===== config.mk =====
export PLATFORM = sky130hd
export DESIGN_NAME = display_bus_scheduler_flat
export DESIGN_NICKNAME = d
export VERILOG_FILES = /design/src/rtl/display_pkg.sv /design/src/rtl/display_bus_scheduler_if.sv /design/src/rtl/display_window_rom.sv /design/src/rtl/display_bus_scheduler.sv /design/src/flat_wrapper.sv
export SDC_FILE = /design/constraint.sdc
export NUM_CORES = 1
export LEC_CHECK = 0
export BUFFER_PORTS_ARGS = -buffer_cell sky130_fd_sc_hd__clkbuf_2
export CAP_MARGIN = 20
export CORE_ASPECT_RATIO = 0.9
export CORE_UTILIZATION = 41
export CTS_CLUSTER_SIZE = 8
export DETAILED_ROUTE_END_ITERATION = 16
export PLACE_DENSITY = 0.65
export RECOVER_POWER = 100
export SETUP_SLACK_MARGIN = 0.02
export SLEW_MARGIN = 20
export SYNTH_ARGS = -nofsm -noshare
export SYNTH_HDL_FRONTEND = slang
export SYNTH_SLANG_ARGS = --single-unit

===== constraint.sdc =====
create_clock -name aclk -period 2.6 [get_ports aclk]
set_input_delay 0.52 -clock aclk [delete_from_list [all_inputs] [get_ports aclk]]
set_output_delay 0.52 -clock aclk [all_outputs]
set_load 0.1 [all_outputs]

===== src/rtl/display_pkg.sv =====
// Shared types and constants for the display bus scheduler.
// DISPLAY_SCHED_WINDOW_EN selects the full 11-entry window preamble; otherwise only RAMWR is emitted.
package display_pkg;

  localparam logic [7:0] CMD_CASET = 8'h2A;
  localparam logic [7:0] CMD_PASET = 8'h2B;
  localparam logic [7:0] CMD_RAMWR = 8'h2C;

  typedef struct packed {
    logic       dc;
    logic [7:0] data;
  } bus_entry_t;

  typedef enum logic [2:0] {
    IDLE,
    CMD,
    WIN,
    PIX_HI,
    PIX_LO
  } state_t;

`ifdef DISPLAY_SCHED_WINDOW_EN
  localparam int PREAMBLE_LEN = 11;
`else
  localparam int PREAMBLE_LEN = 1;
`endif

  // The preamble always ends on the RAMWR slot of the window ROM, so a short
  // preamble simply starts further into the table.
  localparam logic [3:0] WIN_LAST_IDX  = 4'd10;
  localparam logic [3:0] WIN_FIRST_IDX = 4'(11 - PREAMBLE_LEN);

endpackage


===== src/rtl/display_bus_scheduler_if.sv =====
// Valid/ready stream bundle used for the command, pixel and bus-entry channels.
interface display_bus_scheduler_if #(
  parameter int DATA_W = 9
);
  logic              tvalid;
  logic              tready;
  logic              tlast;
  logic [DATA_W-1:0] tdata;

  modport master (output tvalid, output tdata, output tlast, input tready);
  modport slave  (input tvalid, input tdata, input tlast, output tready);
endinterface


===== src/rtl/display_window_rom.sv =====
// Address-window preamble table: CASET/PASET with full-screen bounds, then RAMWR.
module display_window_rom
  import display_pkg::*;
#(
  parameter int SCREEN_WIDTH  = 320,
  parameter int SCREEN_HEIGHT = 480
) (
  input  logic [3:0] win_idx,
  output bus_entry_t entry
);

  localparam logic [15:0] W_END = 16'(SCREEN_WIDTH - 1);
  localparam logic [15:0] H_END = 16'(SCREEN_HEIGHT - 1);

  always_comb begin
    case (win_idx)
      4'd0:       entry = '{dc: 1'b0, data: CMD_CASET};
      4'd1, 4'd2: entry = '{dc: 1'b1, data: 8'h00};
      4'd3:       entry = '{dc: 1'b1, data: W_END[15:8]};
      4'd4:       entry = '{dc: 1'b1, data: W_END[7:0]};
      4'd5:       entry = '{dc: 1'b0, data: CMD_PASET};
      4'd6, 4'd7: entry = '{dc: 1'b1, data: 8'h00};
      4'd8:       entry = '{dc: 1'b1, data: H_END[15:8]};
      4'd9:       entry = '{dc: 1'b1, data: H_END[7:0]};
      default:    entry = '{dc: 1'b0, data: CMD_RAMWR};
    endcase
  end

endmodule


===== src/rtl/display_bus_scheduler.sv =====
// Merges host command packets and framebuffer pixels into one {dc, byte} bus stream.
// DISPLAY_SCHED_WINDOW_EN (in display_pkg) enables the full window preamble before each frame.
module display_bus_scheduler
  import display_pkg::*;
#(
  parameter int SCREEN_WIDTH  = 320,
  parameter int SCREEN_HEIGHT = 480
) (
  input  logic                           aclk,
  input  logic                           resetn,
  display_bus_scheduler_if.slave         s_cmd,
  display_bus_scheduler_if.slave         s_pix,
  display_bus_scheduler_if.master        m_axis,
  output logic                           busy,
  output logic                           frame_err
);

  localparam logic [31:0] FRAME_PIX = 32'(SCREEN_WIDTH * SCREEN_HEIGHT);

  state_t      state_q, state_d;
  logic [3:0]  win_idx_q, win_idx_d;
  logic [31:0] pix_cnt_q, pix_cnt_d;
  logic [7:0]  pix_lo_q, pix_lo_d;
  logic        pix_last_q, pix_last_d;
  logic        m_valid_q, m_valid_d;
  logic        m_last_q, m_last_d;
  bus_entry_t  m_data_q, m_data_d;
  logic        frame_err_q, frame_err_d;
  bus_entry_t  win_entry;
  logic        slot_free;

  display_window_rom #(
    .SCREEN_WIDTH  (SCREEN_WIDTH),
    .SCREEN_HEIGHT (SCREEN_HEIGHT)
  ) u_window_rom (
    .win_idx (win_idx_q),
    .entry   (win_entry)
  );

  assign slot_free     = !m_valid_q || m_axis.tready;
  assign s_cmd.tready  = (state_q == CMD) && slot_free;
  assign s_pix.tready  = (state_q == PIX_HI) && slot_free;
  assign m_axis.tvalid = m_valid_q;
  assign m_axis.tdata  = m_data_q;
  assign m_axis.tlast  = m_last_q;
  assign busy          = (state_q != IDLE);
  assign frame_err     = frame_err_q;

  always_comb begin
    state_d     = state_q;
    win_idx_d   = win_idx_q;
    pix_cnt_d   = pix_cnt_q;
    pix_lo_d    = pix_lo_q;
    pix_last_d  = pix_last_q;
    m_valid_d   = m_valid_q;
    m_data_d    = m_data_q;
    m_last_d    = m_last_q;
    frame_err_d = 1'b0;
    // A draining slot empties unless this cycle loads a new entry.
    if (slot_free) m_valid_d = 1'b0;

    case (state_q)
      IDLE: begin
        if (s_cmd.tvalid) begin
          state_d = CMD;
        end else if (s_pix.tvalid) begin
          state_d   = WIN;
          win_idx_d = WIN_FIRST_IDX;
          pix_cnt_d = '0;
        end
      end
      CMD: begin
        if (slot_free && s_cmd.tvalid) begin
          m_valid_d = 1'b1;
          m_data_d  = bus_entry_t'(s_cmd.tdata);
          m_last_d  = s_cmd.tlast;
          if (s_cmd.tlast) state_d = IDLE;
        end
      end
      WIN: begin
        if (slot_free) begin
          m_valid_d = 1'b1;
          m_data_d  = win_entry;
          m_last_d  = 1'b0;
          if (win_idx_q == WIN_LAST_IDX) state_d = PIX_HI;
          else                           win_idx_d = win_idx_q + 4'd1;
        end
      end
      PIX_HI: begin
        if (slot_free && s_pix.tvalid) begin
          pix_lo_d   = s_pix.tdata[7:0];
          pix_last_d = s_pix.tlast;
          m_valid_d  = 1'b1;
          m_data_d   = '{dc: 1'b1, data: s_pix.tdata[15:8]};
          m_last_d   = 1'b0;
          pix_cnt_d  = (pix_cnt_q == '1) ? pix_cnt_q : pix_cnt_q + 32'd1;
          state_d    = PIX_LO;
        end
      end
      PIX_LO: begin
        if (slot_free) begin
          m_valid_d = 1'b1;
          m_data_d  = '{dc: 1'b1, data: pix_lo_q};
          m_last_d  = pix_last_q;
          if (pix_last_q) begin
            state_d     = IDLE;
            frame_err_d = (pix_cnt_q != FRAME_PIX);
          end else begin
            state_d = PIX_HI;
          end
        end
      end
      default: state_d = IDLE;
    endcase
  end

  always_ff @(posedge aclk) begin
    if (!resetn) begin
      state_q     <= IDLE;
      win_idx_q   <= '0;
      pix_cnt_q   <= '0;
      pix_lo_q    <= '0;
      pix_last_q  <= 1'b0;
      m_valid_q   <= 1'b0;
      m_data_q    <= '0;
      m_last_q    <= 1'b0;
      frame_err_q <= 1'b0;
    end else begin
      state_q     <= state_d;
      win_idx_q   <= win_idx_d;
      pix_cnt_q   <= pix_cnt_d;
      pix_lo_q    <= pix_lo_d;
      pix_last_q  <= pix_last_d;
      m_valid_q   <= m_valid_d;
      m_data_q    <= m_data_d;
      m_last_q    <= m_last_d;
      frame_err_q <= frame_err_d;
    end
  end

endmodule


===== src/flat_wrapper.sv =====
// flat-port wrapper written by rule: the top's interface ports become plain ports
module display_bus_scheduler_flat import display_pkg::*;
#(
  parameter int SCREEN_WIDTH  = 320,
  parameter int SCREEN_HEIGHT = 480
)
  (aclk, resetn, busy, frame_err, s_cmd_tvalid, s_cmd_tdata, s_cmd_tlast, s_cmd_tready, s_pix_tvalid, s_pix_tdata, s_pix_tlast, s_pix_tready, m_axis_tvalid, m_axis_tdata, m_axis_tlast, m_axis_tready);
  display_bus_scheduler_if #(.DATA_W(9)) s_cmd_i ();
  display_bus_scheduler_if #(.DATA_W(16)) s_pix_i ();
  display_bus_scheduler_if #(.DATA_W(9)) m_axis_i ();
  input  logic aclk;
  input  logic resetn;
  output logic busy;
  output logic frame_err;
  input wire logic [$bits(s_cmd_i.tvalid)-1:0] s_cmd_tvalid;
  input wire logic [$bits(s_cmd_i.tdata)-1:0] s_cmd_tdata;
  input wire logic [$bits(s_cmd_i.tlast)-1:0] s_cmd_tlast;
  output wire logic [$bits(s_cmd_i.tready)-1:0] s_cmd_tready;
  input wire logic [$bits(s_pix_i.tvalid)-1:0] s_pix_tvalid;
  input wire logic [$bits(s_pix_i.tdata)-1:0] s_pix_tdata;
  input wire logic [$bits(s_pix_i.tlast)-1:0] s_pix_tlast;
  output wire logic [$bits(s_pix_i.tready)-1:0] s_pix_tready;
  output wire logic [$bits(m_axis_i.tvalid)-1:0] m_axis_tvalid;
  output wire logic [$bits(m_axis_i.tdata)-1:0] m_axis_tdata;
  output wire logic [$bits(m_axis_i.tlast)-1:0] m_axis_tlast;
  input wire logic [$bits(m_axis_i.tready)-1:0] m_axis_tready;
  assign s_cmd_i.tvalid = s_cmd_tvalid;
  assign s_cmd_i.tdata = s_cmd_tdata;
  assign s_cmd_i.tlast = s_cmd_tlast;
  assign s_cmd_tready = s_cmd_i.tready;
  assign s_pix_i.tvalid = s_pix_tvalid;
  assign s_pix_i.tdata = s_pix_tdata;
  assign s_pix_i.tlast = s_pix_tlast;
  assign s_pix_tready = s_pix_i.tready;
  assign m_axis_tvalid = m_axis_i.tvalid;
  assign m_axis_tdata = m_axis_i.tdata;
  assign m_axis_tlast = m_axis_i.tlast;
  assign m_axis_i.tready = m_axis_tready;
  display_bus_scheduler #(.SCREEN_WIDTH(SCREEN_WIDTH), .SCREEN_HEIGHT(SCREEN_HEIGHT)) u_core (.aclk(aclk), .resetn(resetn), .s_cmd(s_cmd_i), .s_pix(s_pix_i), .m_axis(m_axis_i), .busy(busy), .frame_err(frame_err));
endmodule

==> results of run 1 <==
timing repair:
action,CTS,global route
gates resized for setup,0,3
hold buffers,0,0
buffers inserted,0,0
endpoints found under the setup margin,0,15
tightest hold or removal path: cells and delay by family:
kind,cells,cell delay [ns]
buffers and inverters,1,0.07
and+or+nand+nor,1,0.07
muxes,1,0.05
Yosys cell counts, drive strengths merged (2+ instances only):
cell type	number	area share
a211oi	10	0.021
a21oi	20	0.028
a221oi	7	0.019
a311oi	3	0.0090
a31o	2	0.0049
and4	3	0.0076
buf	11	0.018
clkbuf	10	0.010
dfxtp	68	0.38
ha	4	0.014
inv	15	0.016
mux2i	19	0.053
nand2	24	0.026
nand2b	4	0.0069
nand3	21	0.031
nand3b	3	0.0097
nand4	11	0.023
nand4b	2	0.0049
nor2	70	0.073
nor2b	8	0.014
nor3	20	0.032
nor3b	2	0.0056
nor4	14	0.028
nor4b	8	0.023
o211a	2	0.0056
o21ai	8	0.011
o31ai	5	0.010
or2	4	0.0069
or3	6	0.012
or4	4	0.0094
xnor2	23	0.056
per-stage QoR:
stage	cell area, µm²	total power (µW)	setup slack (ns)	hold slack [ns]
2_1_floorplan	3649	2893	0.03679	0.4632
3_3_place_gp	4058	3301	0.2557	0.4673
3_5_place_dp	4058	3324	0.2099	0.4805
4_1_cts	4250	4198	0.1941	0.3833
5_1_grt	4177	4360	0.06123	0.3984
6_report	4177	4117	0.1860	0.3918
where the power goes:
| part | total (µW) | internal (µW) | switching [µW] | leakage, µW |
|---|---|---|---|---|
| clock network | 866 | 443 | 423 | 0.0000962 |
| logic | 1920 | 558 | 1360 | 0.000896 |
| registers | 1330 | 1200 | 138 | 0.000553 |
| total | 4120 | 2200 | 1920 | 0.00155 |
layer usage:
layer,up-vias,global-route usage,share of wire
li1,1648,-,-
met1,1508,0.2469,0.45
met2,70,0.3419,0.49
met3,10,0.05466,0.048
met4,0,0.06643,0.013
met5,-,0,0
placed cells by master (no fill, tap or decap), types with 4 or more instances in the layout:
cell / count
nand4_1: 10
nor2b_1: 8
nor4_1: 13
nor3_1: 18
clkbuf_2: 32
o31ai_1: 5
o21ai_0: 7
clkbuf_1: 17
ha_1: 4
mux2i_1: 19
or3_1: 4
nor4b_1: 7
dfxtp_1: 66
nand2b_1: 4
buf_4: 12
inv_1: 14
a211oi_1: 10
a221oi_1: 6
clkbuf_8: 9
a21oi_1: 20
nand3_1: 20
xnor2_1: 23
nand2_1: 23
nor2_1: 69
worst max-delay path by stage:
stage | end | slack [ns] | cells after the start
after detailed placement | u_core.pix_cnt_q[8]$_SDFFE_PN0P_ | 0.21 | 8
final | s_cmd_tready | 0.19 | 3
after global routing | u_core.pix_cnt_q[6]$_SDFFE_PN0P_ | 0.06 | 8
after CTS | u_core.pix_cnt_q[8]$_SDFFE_PN0P_ | 0.19 | 8
after floorplan | u_core.pix_cnt_q[27]$_SDFFE_PN0P_ | 0.04 | 7
after global placement | u_core.pix_cnt_q[8]$_SDFFE_PN0P_ | 0.26 | 8
cells by family after synthesis:
| family | synth area share |
|---|---|
| flip-flops | 0.3775 |
| multiplexers | 0.05274 |
| buffers and inverters | 0.04615 |
| XOR/XNOR | 0.05586 |
| AND/OR/NAND/NOR | 0.3210 |
| adder cells (fa/ha/maj) | 0.01388 |
| AO/OA/AOI/OAI | 0.1329 |
area by class of cell:
type / count / area share
Sequential cell: 68 / 0.3271
Tap cell: 119 / 0.03565
Timing Repair Buffer: 62 / 0.08089
Clock inverter: 6 / 0.01558
Inverter: 15 / 0.01348
Multi-Input combinational cell: 322 / 0.4967
Clock buffer: 10 / 0.03056
flip-flops by register name, summed over array words and instances (netlist names):
name                       flops
u_core.u_window_rom.entry      8
u_core.m_axis.tlast            1
u_core.frame_err               1
u_core.m_axis.tvalid           1
u_core.pix_lo_q                8
u_core.win_idx_q               4
u_core.pix_cnt_q              32
u_core.pix_last_q              1
u_core.m_axis.tdata            9
u_core.state_q                 3
==> flow_summary_export.csv, run 1 <==
group,metric,value,unit
run_status,status,"finished, final reports clean",
clock_network,clkLatencyLatePin,0.35,ns
timing,setup_viol,0,
logic_synthesis,synthesis.nets,463,
logic_synthesis,syn_area,3606,µm²
setup_path,path_buf_inv,2,
clock_network,cts_max_path_buffers,2,
routing,vias,3236,
timing,worstMarginPinSlew,1.183,ns
power_and_ir_drop,power_leakage,0.001546,µW
placed_design,placed_cells,586,
routing,ant_nets,0,
final_layout,finalNonFillerCells,602,
min_path,whs_endpoint,"u_core.pix_lo_q[5]$_SDFFE_PN0P_",
logic_synthesis,synth_edf_count,0,
min_path,hold_path_class,"in2reg",
setup_path,worstRegToRegCells,8,
timing,fin_skew,0.006954,ns
routing,drt_iter0_drc,117,
die,coreArea,8568,µm²
die,die_y,90.97,µm
final_layout,final_core_util,0.4874,
logic_synthesis,synth_seq_cells,68,
logic_synthesis,yosysSeqAreaShare,0.3775,
min_path,whs_path_depth,3,
power_and_ir_drop,ir_drop,0.0005485,V
power_and_ir_drop,power_per_cell_area,985.7,nW/µm²
logic_synthesis,ys_warn_count,0,
final_layout,multiInputGateArea,2074,µm²
timing,fmax,0.4142,GHz
setup_path,r2r-start,"u_core.pix_cnt_q[0]$_SDFFE_PN0P_",
die,die-area,9175,µm²
global_route,grt_pass1_wl,14680,µm
setup_path,critical_path.max_stage_delay,0.60,ns
clock_network,cts-buffers-inserted,9,
setup_path,critical_path_required,2.08,ns
global_route,track_usage,0.2022,
final_layout,final_net_count,514,
routing,wire_per_inst,14.22,µm
setup_path,timing.critical_path.from,"u_core.state_q[0]$_SDFFE_PN0P_",
timing,period_share,0.9285,
global_route,first_global_vias,3220,
placed_design,hpwl,6328,µm
final_layout,layout.area.seq,1366,µm²
die,die_w,100.9,µm
flow_run,maxCapViolCount,0,
setup_path,criticalPathCategory,"reg2out",
die,io_pins,47,
placed_design,place_congestion,0.8454,
timing,fin_setup_tns,0,ns
global_route,globalRouteOverflowTotal,0,
setup_path,worst_ep_arrival_time,1.89,ns
clock_network,path_clk_slew,0.08,ns
die,start_util,0.4209,
logic_synthesis,synth_cell_types,67,
logic_synthesis,synth_cells,427,
final_layout,n_fill_cell,864,
routing,avgViaCountPerCell,5.375,
placed_design,portBuffers,46,
clock_network,cts.sinks,68,
min_path,min_from,"s_pix_tdata[5]",
timing,relSlewSlack,0.2146,
logic_synthesis,synth_async_sr_flop_share,0,
setup_path,crit_family,"flip-flops",
global_route,antenna_found_initial,0,
final_layout,antenna_cells,0,
setup_path,critPathCaptureType,"primary output",
die,row_count,32,
setup_path,rrSetupSlack,0.24,ns
routing,drc,0,
final_layout,layout-drive-gt1-share,0.1801,
logic_synthesis,ys.flop_type,"dfxtp_1",
setup_path,crit_path_top_delay_cell,"dfxtp_1",
setup_path,worstPathMaxFanout,13,
global_route,grt_max_degree,28,
clock_network,root_buffer,"clkbuf_8",
timing,slew_violations,0,
setup_path,worstReg2RegEnd,"u_core.pix_cnt_q[8]$_SDFFE_PN0P_",
timing,hold_viol_final,0,
clock_network,htreeDepth,3,
timing,rsz0062_at_grt,"no",
setup_path,cp-start-kind,"flip-flop",
logic_synthesis,syn_avg_cell_area,8.445,µm²
clock_network,tritoncts,"built",
final_layout,area_delta_synth_final,15.82,%
setup_path,crit_chain,"inv_1 -> nor4_2 -> buf_12",
routing,first_pass_iters,4,
routing,drt_wl_total,8561,µm
timing,period_minus_slack,2.414,ns
(Power assumes the default switching activity.)
==> run 2: changes to the inputs <==
--- a/config.mk
+++ b/config.mk
@@ -6,7 +6,6 @@
 export NUM_CORES = 1
 export LEC_CHECK = 0
 export BUFFER_PORTS_ARGS = -buffer_cell sky130_fd_sc_hd__clkbuf_2
-export CAP_MARGIN = 20
 export CORE_ASPECT_RATIO = 0.9
 export CORE_UTILIZATION = 41
 export CTS_CLUSTER_SIZE = 8
==> constraint.sdc (replaced) <==
create_clock -name aclk -period 2.4 [get_ports aclk]
set_input_delay 0.48 -clock aclk [delete_from_list [all_inputs] [get_ports aclk]]
set_output_delay 0.48 -clock aclk [all_outputs]
set_load 0.1 [all_outputs]
==> run 2 against run 1 <==
Compared with the run above:
- flip-flop and latch count unchanged
- sequential power rose by 8%
- wire length increased by 1.5%
- clock-buffer cell count is the same
- first-iteration DRC count grew 0.85%
- critical path depth is the same
- design area rose by 1.1%
==> flow_summary_export.csv, run 2 (same netlist as run 1, synthesis figures left out) <==
group,metric,value,unit
run_status,status,"finished, final reports clean",
routing,drc,0,
timing,slew_violations,0,
timing,hold_viol_final,0,
min_path,whs_path_depth,3,
placed_design,portBuffers,46,
timing,rsz0062_at_grt,"yes",
clock_network,tritoncts,"built",
setup_path,crit_chain,"clkbuf_2 -> or3_1 -> buf_4",
clock_network,root_buffer,"clkbuf_8",
final_layout,n_fill_cell,869,
routing,drt_iter0_drc,118,
die,start_util,0.4209,
clock_network,clkLatencyLatePin,0.35,ns
final_layout,layout_commonest_cell,"nor2_1",
die,io_pins,47,
clock_network,cts_max_path_buffers,2,
final_layout,antenna_cells,0,
global_route,first_global_vias,3081,
power_and_ir_drop,ir_drop,0.0008843,V
global_route,grt_pass1_wl,14510,µm
clock_network,path_clk_slew,0.08,ns
final_layout,layout-drive-gt1-share,0.1955,
global_route,grt_max_degree,28,
final_layout,largest-register,"u_core.pix_cnt_q",
flow_run,maxCapViolCount,0,
final_layout,final_net_count,517,
die,die_w,100.9,µm
clock_network,cts.sinks,68,
timing,period_minus_slack,2.268,ns
global_route,track_usage,0.2009,
final_layout,area_delta_synth_final,17.11,%
setup_path,worstRegToRegCells,6,
final_layout,post-route-cell-area,4223,µm²
setup_path,worstPathMaxFanout,16,
die,die_y,90.97,µm
min_path,min_from,"s_pix_tdata[5]",
routing,vias,3314,
setup_path,worst_ep_arrival_time,1.79,ns
placed_design,placed_area,4103,µm²
min_path,hold_path_class,"in2reg",
final_layout,layout_common_cells,"nor2_1, dfxtp_1, clkbuf_2",
final_layout,finalNonFillerCells,605,
die,coreArea,8568,µm²
setup_path,r2r-start,"u_core.pix_cnt_q[4]$_SDFFE_PN0P_",
placed_design,place_congestion,0.8530,
final_layout,largest_reg_flops,32,
clock_network,post_cts.repair.setup_buffers,0,
timing,setup_viol,0,
routing,avgViaCountPerCell,5.478,
setup_path,crit_path_top_delay_cell,"dfxtp_1",
routing,ant_nets,0,
setup_path,cp-start-kind,"flip-flop",
power_and_ir_drop,power_leakage,0.001587,µW
die,die-area,9175,µm²
routing,first_pass_iters,5,
setup_path,critPathCaptureType,"primary output",
global_route,globalRouteOverflowTotal,0,
clock_network,cts-buffers-inserted,9,
setup_path,critical_path_required,1.92,ns
die,row_count,32,
timing,fmax,0.4409,GHz
timing,worstMarginPinSlew,1.183,ns
setup_path,criticalPathCategory,"reg2out",
routing,wire_per_inst,14.37,µm
timing,relSlewSlack,0.2146,
global_route,antenna_found_initial,0,
placed_design,hpwl,6470,µm
placed_design,placed_cells,589,
timing,period_share,0.9449,
clock_network,htreeDepth,3,
timing,fin_skew,0.008205,ns
setup_path,critical_path.max_stage_delay,0.55,ns
power_and_ir_drop,power_per_cell_area,1044,nW/µm²
min_path,whs_endpoint,"u_core.pix_lo_q[5]$_SDFFE_PN0P_",
setup_path,rrSetupSlack,0.15,ns
setup_path,worstReg2RegEnd,"u_core.pix_cnt_q[29]$_SDFFE_PN0P_",
routing,drt_wl_total,8691,µm
==> run 2: cell count changes in the layout (fill, tap and decap cells not counted), moves of 2 or more <==
cell      before  now
clkbuf_1      17   14
nor4_2         1    3
buf_4         12   16
nor4_1        13   11
==> run 2: per-stage QoR <==
step           TNS [ns]    util  power [µW]  setup WS [ns]  hold WS, ns
6_report              0  0.4928        4407         0.1322       0.3619
5_1_grt               0  0.4928        4668        0.02297       0.3817
4_1_cts               0  0.4985        4476         0.1173       0.3496
3_5_place_dp          0  0.4788        3645         0.1215       0.4738
3_3_place_gp          0  0.4788        3626         0.1888       0.4624
2_1_floorplan   -0.1527       -        3140        -0.1195       0.4632
==> run 2: timing repair <==
item,4_1_cts,5_1_grt
hold buffers,0,0
endpoints found under the setup margin,0,19
resized for setup,0,3
==> run 2: worst max path at each step <==
| stage | start | end | slack, ns | depth (start not counted) |
|---|---|---|---|---|
| 2_1_floorplan | u_core.m_axis.tvalid$_SDFF_PN0_ | u_core.pix_cnt_q[27]$_SDFFE_PN0P_ | -0.12 | 7 |
| 3_3_place_gp | u_core.pix_cnt_q[0]$_SDFFE_PN0P_ | u_core.pix_cnt_q[8]$_SDFFE_PN0P_ | 0.19 | 8 |
| 3_5_place_dp | s_cmd_tvalid | u_core.pix_cnt_q[21]$_SDFFE_PN0P_ | 0.12 | 7 |
| 4_1_cts | u_core.pix_cnt_q[0]$_SDFFE_PN0P_ | u_core.pix_cnt_q[8]$_SDFFE_PN0P_ | 0.12 | 8 |
| 5_1_grt | u_core.state_q[0]$_SDFFE_PN0P_ | s_cmd_tready | 0.02 | 3 |
| 6_report | u_core.state_q[0]$_SDFFE_PN0P_ | busy | 0.13 | 3 |
==> run 2: critical path: cells and delay by family, from the launching register on <==
family        cells  cell delay [ns]
buf+inv           2             0.70
simple gates      1             0.18
flops             1             0.55
==> run 2: metal layers <==
| layer | GRT usage | wire length [µm] |
|---|---|---|
| met1 | 0.2536 | 3993 |
| met2 | 0.3362 | 4253 |
| met3 | 0.05466 | 327 |
| met4 | 0.05193 | 116 |
| met5 | 0 | 0 |
==> run 2: report_power, final <==
part	switching [µW]	internal [µW]
sequential	131	1290
clock	451	374
combinational	1500	658
==> run 2: final cells by class <==
cell class / instances / area (µm²) / area share
well taps: 119 / 148.9 / 0.03526
repair buffers: 65 / 381.6 / 0.09037
clock buffers: 10 / 127.6 / 0.03022
multi-input cells: 322 / 2102 / 0.4978
flip-flops and latches: 68 / 1365 / 0.3233
inverters: 15 / 56.30 / 0.01333
clock inverters: 6 / 41.29 / 0.009778
